===== src/rtl/uart_tx_arbiter_pkg.sv =====
// uart_tx_arb_pkg: shared types and defaults for the UART transmit arbiter.
package uart_tx_arb_pkg;
  localparam int DATA_W_DEF = 8;
  localparam int DEPTH_DEF  = 4;
  localparam int PORT_TRACE = 0;
  localparam int PORT_STORE = 1;
  typedef enum logic {IDLE = 1'b0, SEND = 1'b1} state_t;
endpackage


===== src/rtl/sync_fifo.sv =====
// sync_fifo: power-of-two circular buffer with occupancy count; full pushes and empty pops are ignored.
module sync_fifo #(
  parameter int DATA_W = 8,
  parameter int DEPTH  = 4
) (
  input  logic                     i_clk,
  input  logic                     i_rst_n,
  input  logic                     i_push,
  input  logic                     i_pop,
  input  logic [DATA_W-1:0]        i_wdata,
  output logic [DATA_W-1:0]        o_rdata,
  output logic [$clog2(DEPTH):0]   o_level
);
  localparam int AW = $clog2(DEPTH);
  logic [DATA_W-1:0] r_mem [DEPTH];
  logic [AW-1:0] r_wptr, r_rptr;
  logic [AW:0] r_level;
  logic w_do_push, w_do_pop;
  assign w_do_push = i_push && (r_level < (AW+1)'(DEPTH));
  assign w_do_pop  = i_pop && (r_level != '0);
  always_ff @(posedge i_clk or negedge i_rst_n)
    if (!i_rst_n) begin
      r_wptr  <= '0;
      r_rptr  <= '0;
      r_level <= '0;
    end else begin
      if (w_do_push) r_wptr <= r_wptr + 1'b1;
      if (w_do_pop) r_rptr <= r_rptr + 1'b1;
      r_level <= r_level + (AW+1)'(w_do_push) - (AW+1)'(w_do_pop);
    end
  always_ff @(posedge i_clk)
    if (w_do_push) r_mem[r_wptr] <= i_wdata;
  assign o_rdata = r_mem[r_rptr];
  assign o_level = r_level;
endmodule


===== src/rtl/uart_tx_arbiter.sv =====
// uart_tx_arbiter: round-robin merge of two byte producers into one FIFO feeding the UART transmitter.
module uart_tx_arbiter
  import uart_tx_arb_pkg::*;
#(
  parameter int DATA_W = DATA_W_DEF,
  parameter int DEPTH  = DEPTH_DEF
) (
  input  logic                     i_clk,
  input  logic                     i_rst_n,
  input  logic                     i_req0_valid,
  input  logic [DATA_W-1:0]        i_req0_data,
  output logic                     o_req0_ready,
  input  logic                     i_req1_valid,
  input  logic [DATA_W-1:0]        i_req1_data,
  output logic                     o_req1_ready,
  output logic                     o_tx_valid,
  output logic [DATA_W-1:0]        o_tx_data,
  input  logic                     i_tx_ready,
  output logic [$clog2(DEPTH):0]   o_level,
  output logic                     o_busy
);
  localparam int LW = $clog2(DEPTH) + 1;
  state_t r_state;
  logic r_tx_valid, r_last_grant;
  logic [DATA_W-1:0] r_tx_data;
  logic [DATA_W-1:0] w_rdata, w_wdata;
  logic [LW-1:0] w_level;
  logic w_can_push, w_grant0, w_grant1, w_push, w_pop;
  assign w_can_push = w_level < LW'(DEPTH);
  // Under contention the port that did not win last time is served.
  assign w_grant0 = w_can_push && i_req0_valid && (!i_req1_valid || r_last_grant);
  assign w_grant1 = w_can_push && i_req1_valid && (!i_req0_valid || !r_last_grant);
  assign w_push   = w_grant0 || w_grant1;
  assign w_wdata  = w_grant1 ? i_req1_data : i_req0_data;
  assign w_pop    = (w_level != '0) && (r_state == IDLE || i_tx_ready);
  sync_fifo #(.DATA_W(DATA_W), .DEPTH(DEPTH)) u_fifo (
    .i_clk   (i_clk),
    .i_rst_n (i_rst_n),
    .i_push  (w_push),
    .i_pop   (w_pop),
    .i_wdata (w_wdata),
    .o_rdata (w_rdata),
    .o_level (w_level)
  );
  always_ff @(posedge i_clk or negedge i_rst_n)
    if (!i_rst_n) begin
      r_state      <= IDLE;
      r_tx_valid   <= 1'b0;
      r_tx_data    <= '0;
      r_last_grant <= 1'(PORT_STORE);
    end else begin
      if (w_push) r_last_grant <= w_grant1;
      if (w_pop) begin
        r_tx_data  <= w_rdata;
        r_tx_valid <= 1'b1;
        r_state    <= SEND;
      end else if (r_state == SEND && i_tx_ready) begin
        r_tx_valid <= 1'b0;
        r_state    <= IDLE;
      end
    end
  assign o_req0_ready = w_grant0;
  assign o_req1_ready = w_grant1;
  assign o_tx_valid   = r_tx_valid;
  assign o_tx_data    = r_tx_data;
  assign o_level      = w_level;
  assign o_busy       = r_tx_valid || (w_level != '0);
endmodule


===== config.mk =====
export PLATFORM = sky130hd
export DESIGN_NAME = uart_tx_arbiter
export DESIGN_NICKNAME = d
export VERILOG_FILES = /design/src/rtl/uart_tx_arbiter_pkg.sv /design/src/rtl/sync_fifo.sv /design/src/rtl/uart_tx_arbiter.sv
export SDC_FILE = /design/constraint.sdc
export NUM_CORES = 1
export LEC_CHECK = 0
export ABC_AREA = 1
export CORE_MARGIN = 8
export CORE_UTILIZATION = 50
export CTS_BUF_LIST = sky130_fd_sc_hd__clkbuf_4
export DETAILED_ROUTE_END_ITERATION = 10
export PLACE_DENSITY = 0.78
export SYNTH_ARGS = -nofsm -noshare
export SYNTH_HDL_FRONTEND = slang
export SYNTH_SLANG_ARGS = --single-unit

===== constraint.sdc =====
create_clock -name i_clk -period 1.8 [get_ports i_clk]
set_input_delay 0.54 -clock i_clk [delete_from_list [all_inputs] [get_ports i_clk]]
set_output_delay 0.54 -clock i_clk [all_outputs]
set_load 0.05 [all_outputs]

==> flow_summary.json <==
{
  "status": "finished, violations left",
  "violations": "negative setup slack",
  "synth_cell_types": 27,
  "ff2ff_setup_slack_ns": -0.11,
  "netSwitchingPower_w": 0.00240,
  "power.share.clock_pct": 12.7,
  "io_buffers": 35,
  "initial_utilization_pct": 51.4,
  "cts-htree-levels": 2,
  "synth_flop_cell": "edfxtp_1",
  "synth_fp_nets": 267,
  "cp_required_ns": 2.08,
  "ir_worst_vdd_mv": 0.822,
  "internal-power_w": 0.00358,
  "number_of_setup_violations_in_the_final_report": 4,
  "synth.ff_latch_count": 49,
  "grt_antenna_before_repair": 0,
  "detail_route.wirelength_mm": 4.59,
  "timing.max_slew.rel_slack_pct": 68.3,
  "power.leakage_nw": 1.57,
  "cts.reportedPaths.clkPinSlew_ns": 0.14,
  "ys.warnings.count": 0,
  "place_hpwl_mm": 3.32,
  "power.sequential.fraction_pct": 32.3,
  "grt.met1_usage_pct": 15.8,
  "finalNetCount": 331,
  "area_growth_syn_to_layout_pct": 36.0,
  "detailed_place.area_um2": 3110,
  "cts_hold_buffers": 0,
  "post_route_cells_drive_above_1_share_pct": 30.6,
  "tightestPinTransition_ns": 0.476,
  "yosysMostFrequentCell": "nand2_1",
  "timing.max_cap.violations": 0,
  "synth_sequential_area_ratio_pct": 57.6,
  "maxSlewViolCount": 0,
  "die-width_um": 85.4,
  "grt_pass1_vias": 1677,
  "post_dr_vias_cell": 4.61,
  "dr_total_vias": 1650,
  "cts_root_buffer": "clkbuf_4",
  "postSynthCellCount": 239,
  "grt.total_usage_pct": 13.5,
  "synth_enable_flop_cells": 32,
  "criticalPathCategory": "flip-flop to flip-flop",
  "grt_use_met2_pct": 22.1,
  "crit_fanout": 2,
  "timing.final.ws_setup_ns": -0.107,
  "critical_path.startpoint_type": "flip-flop",
  "drt_pass1_iterations": 4,
  "cts_num_sinks": 49,
  "drt-wirelength-per-cell_um": 12.8,
  "clock-skew-final_ns": 0.0179,
  "synth_largest_type_area_fraction_pct": 39.9,
  "min_period_ns": 1.91,
  "clk_latency_ns": 0.36,
  "finish.instance_area_um2": 3280,
  "tritoncts": "built",
  "grt.overflow.total": 0,
  "grt_start_max_net_pins": 18,
  "setup_repair_after_global_routing_missed_its_margin": "yes",
  "grt.busiest_layer": "met2",
  "avgSynthCellArea_um2": 10.1,
  "worst_ep_arrival_time_ns": 2.19,
  "synth.top_cells.by_count": "nand2_1, inv_1, edfxtp_1",
  "num_antenna_cells": 0,
  "finalCritPeriodShare_pct": 106,
  "cellPowerDensity_nw_per_um2": 1820,
  "design.core.area_um2": 4690,
  "die_h_um": 85.4,
  "worstHoldPathType": "input port to async pin",
  "worstSetupEndpointType": "flip-flop",
  "route.antenna.remaining_nets": 0,
  "groute.layer.met3.usage_pct": 4.25,
  "number_of_hold_slack_violations_in_the_final_timing_report": 0,
  "die_area_um2": 7300,
  "remaining_drc_errors": 0,
  "postSynth.asyncResetShare_pct": 34.7,
  "dr.first_iter.drc_count": 88,
  "globalplace.congestion": 0.728,
  "syn-cell-area_um2": 2410,
  "clock_path_buffers": 2,
  "timing.fmax_mhz": 524,
  "io-pin-count": 36,
  "rows": 25,
  "power_frac_comb_pct": 55.0,
  "p_sw_share_pct": 40.2,
  "final.hold.worst_slack_ns": 0.435,
  "cts_buffers": 5,
  "grt_first_pass_wirelength_mm": 7.59,
  "netlist_top_cells_area": "edfxtp_1, dfrtp_1, nand2_1",
  "synth_area_leader_cell": "edfxtp_1"
}
==> worst max-delay path, cell delays in order, from the launching register on <==
cell     delay, ns
dfrtp_2       0.43
inv_2         0.08
nand3_4       0.08
nand2_4       0.07
inv_4         0.04
ha_4          0.25
inv_2         0.04
ha_4          0.15
fa_2          0.35
xnor2_2       0.16
xor2_1        0.18
==> routing by layer <==
layer | wire [um] | up-vias | share of wire [%]
met2 | 2250 | 49 | 49
li1 | - | 859 | -
met5 | 0 | - | 0
met1 | 1980 | 734 | 43
met4 | 74 | 0 | 1.6
met3 | 275 | 8 | 6.0
==> layout by cell type, fill, tap and decap left out, drive strengths merged <==
| cell type | Yosys | final |
|---|---|---|
| nand3 | 18 | 18 |
| inv | 48 | 48 |
| clkbuf | 1 | 5 |
| or2 | 1 | 1 |
| o21ai | 4 | 4 |
| dfrtp | 16 | 16 |
| dlygate4sd2 | 0 | 2 |
| xnor2 | 2 | 2 |
| clkdlybuf4s50 | 0 | 17 |
| a21oi | 1 | 1 |
| edfxtp | 32 | 32 |
| ha | 6 | 6 |
| dfstp | 1 | 1 |
| fa | 1 | 1 |
| nor2 | 4 | 4 |
| clkdlybuf4s15 | 0 | 1 |
| clkinv | 1 | 2 |
| buf | 4 | 42 |
| xor2 | 3 | 3 |
| nand2 | 95 | 95 |
| bufinv | 1 | 3 |
==> power groups by stage <==
| stage | Sequential (W) | Combinational (W) | Clock (W) |
|---|---|---|---|
| final | 0.00193 | 0.00329 | 0.000762 |
| after global routing | 0.00197 | 0.00357 | 0.000830 |
| after CTS | 0.00193 | 0.00332 | 0.000770 |
| after detailed placement | 0.00195 | 0.00317 | 0 |
| after global placement | 0.00195 | 0.00305 | 0 |
| after floorplan | 0.00228 | 0.00157 | 0 |
==> worst paths after layout <==
check / from / to / cells past startpoint
min in group i_clk: o_tx_data[3] / o_tx_data[3] / 2
min: i_rst_n / u_fifo.o_level[1] / 1
max in group asynchronous: i_rst_n / o_tx_valid / 2
min reg2reg: o_tx_data[3] / o_tx_data[3] / 2
max reg2reg: u_fifo.o_level[1] / u_fifo.o_level[2] / 10
max: u_fifo.o_level[1] / u_fifo.o_level[2] / 10
==> cells by family (layout without fill, tap and decap cells) <==
group / Yosys count / after routing / synth area share, %
fa+ha+maj: 7 / 7 / 3.94
buf+inv: 55 / 120 / 11.4
xor+xnor: 5 / 5 / 1.82
simple gates: 118 / 118 / 23.8
compound gates: 5 / 5 / 1.50
flops: 49 / 49 / 57.6
==> area by class of cell <==
type                            count  area (um2)
Sequential cell                    49        1390
Clock buffer                        5        37.5
Timing Repair Buffer               62         696
Clock inverter                      3        65.1
Tap cell                           54        67.6
Fill cell                         345        1410
Multi-Input combinational cell    135         805
Inverter                           50         215
==> through the flow <==
step	setup slack, ns	TNS, ns	utilization, %	std cells	power [W]
2_1_floorplan	-0.251	-0.337	-	239	0.00385
3_3_place_gp	-0.547	-7.59	66.2	345	0.00499
3_5_place_dp	-0.656	-9.19	66.2	345	0.00512
4_1_cts	-0.174	-0.392	69.8	358	0.00602
5_1_grt	-0.181	-0.564	69.9	358	0.00637
6_report	-0.107	-0.249	69.9	358	0.00598
==> repair_timing <==
action / 4_1_cts / 5_1_grt
endpoints found under the setup margin: 5 / 7
gates resized for setup: 10 / 1
hold endpoints to repair: 0 / 0
pin swaps: 4 / 3
buffers inserted: 5 / 2
==> registers in the layout, summed over array words and instances (netlist names) <==
register        count
u_fifo.r_mem       32
o_tx_data           8
u_fifo.o_level      3
u_fifo.r_rptr       2
u_fifo.r_wptr       2
o_tx_valid          1
r_last_grant        1
Power figures use the tool's default switching activity.
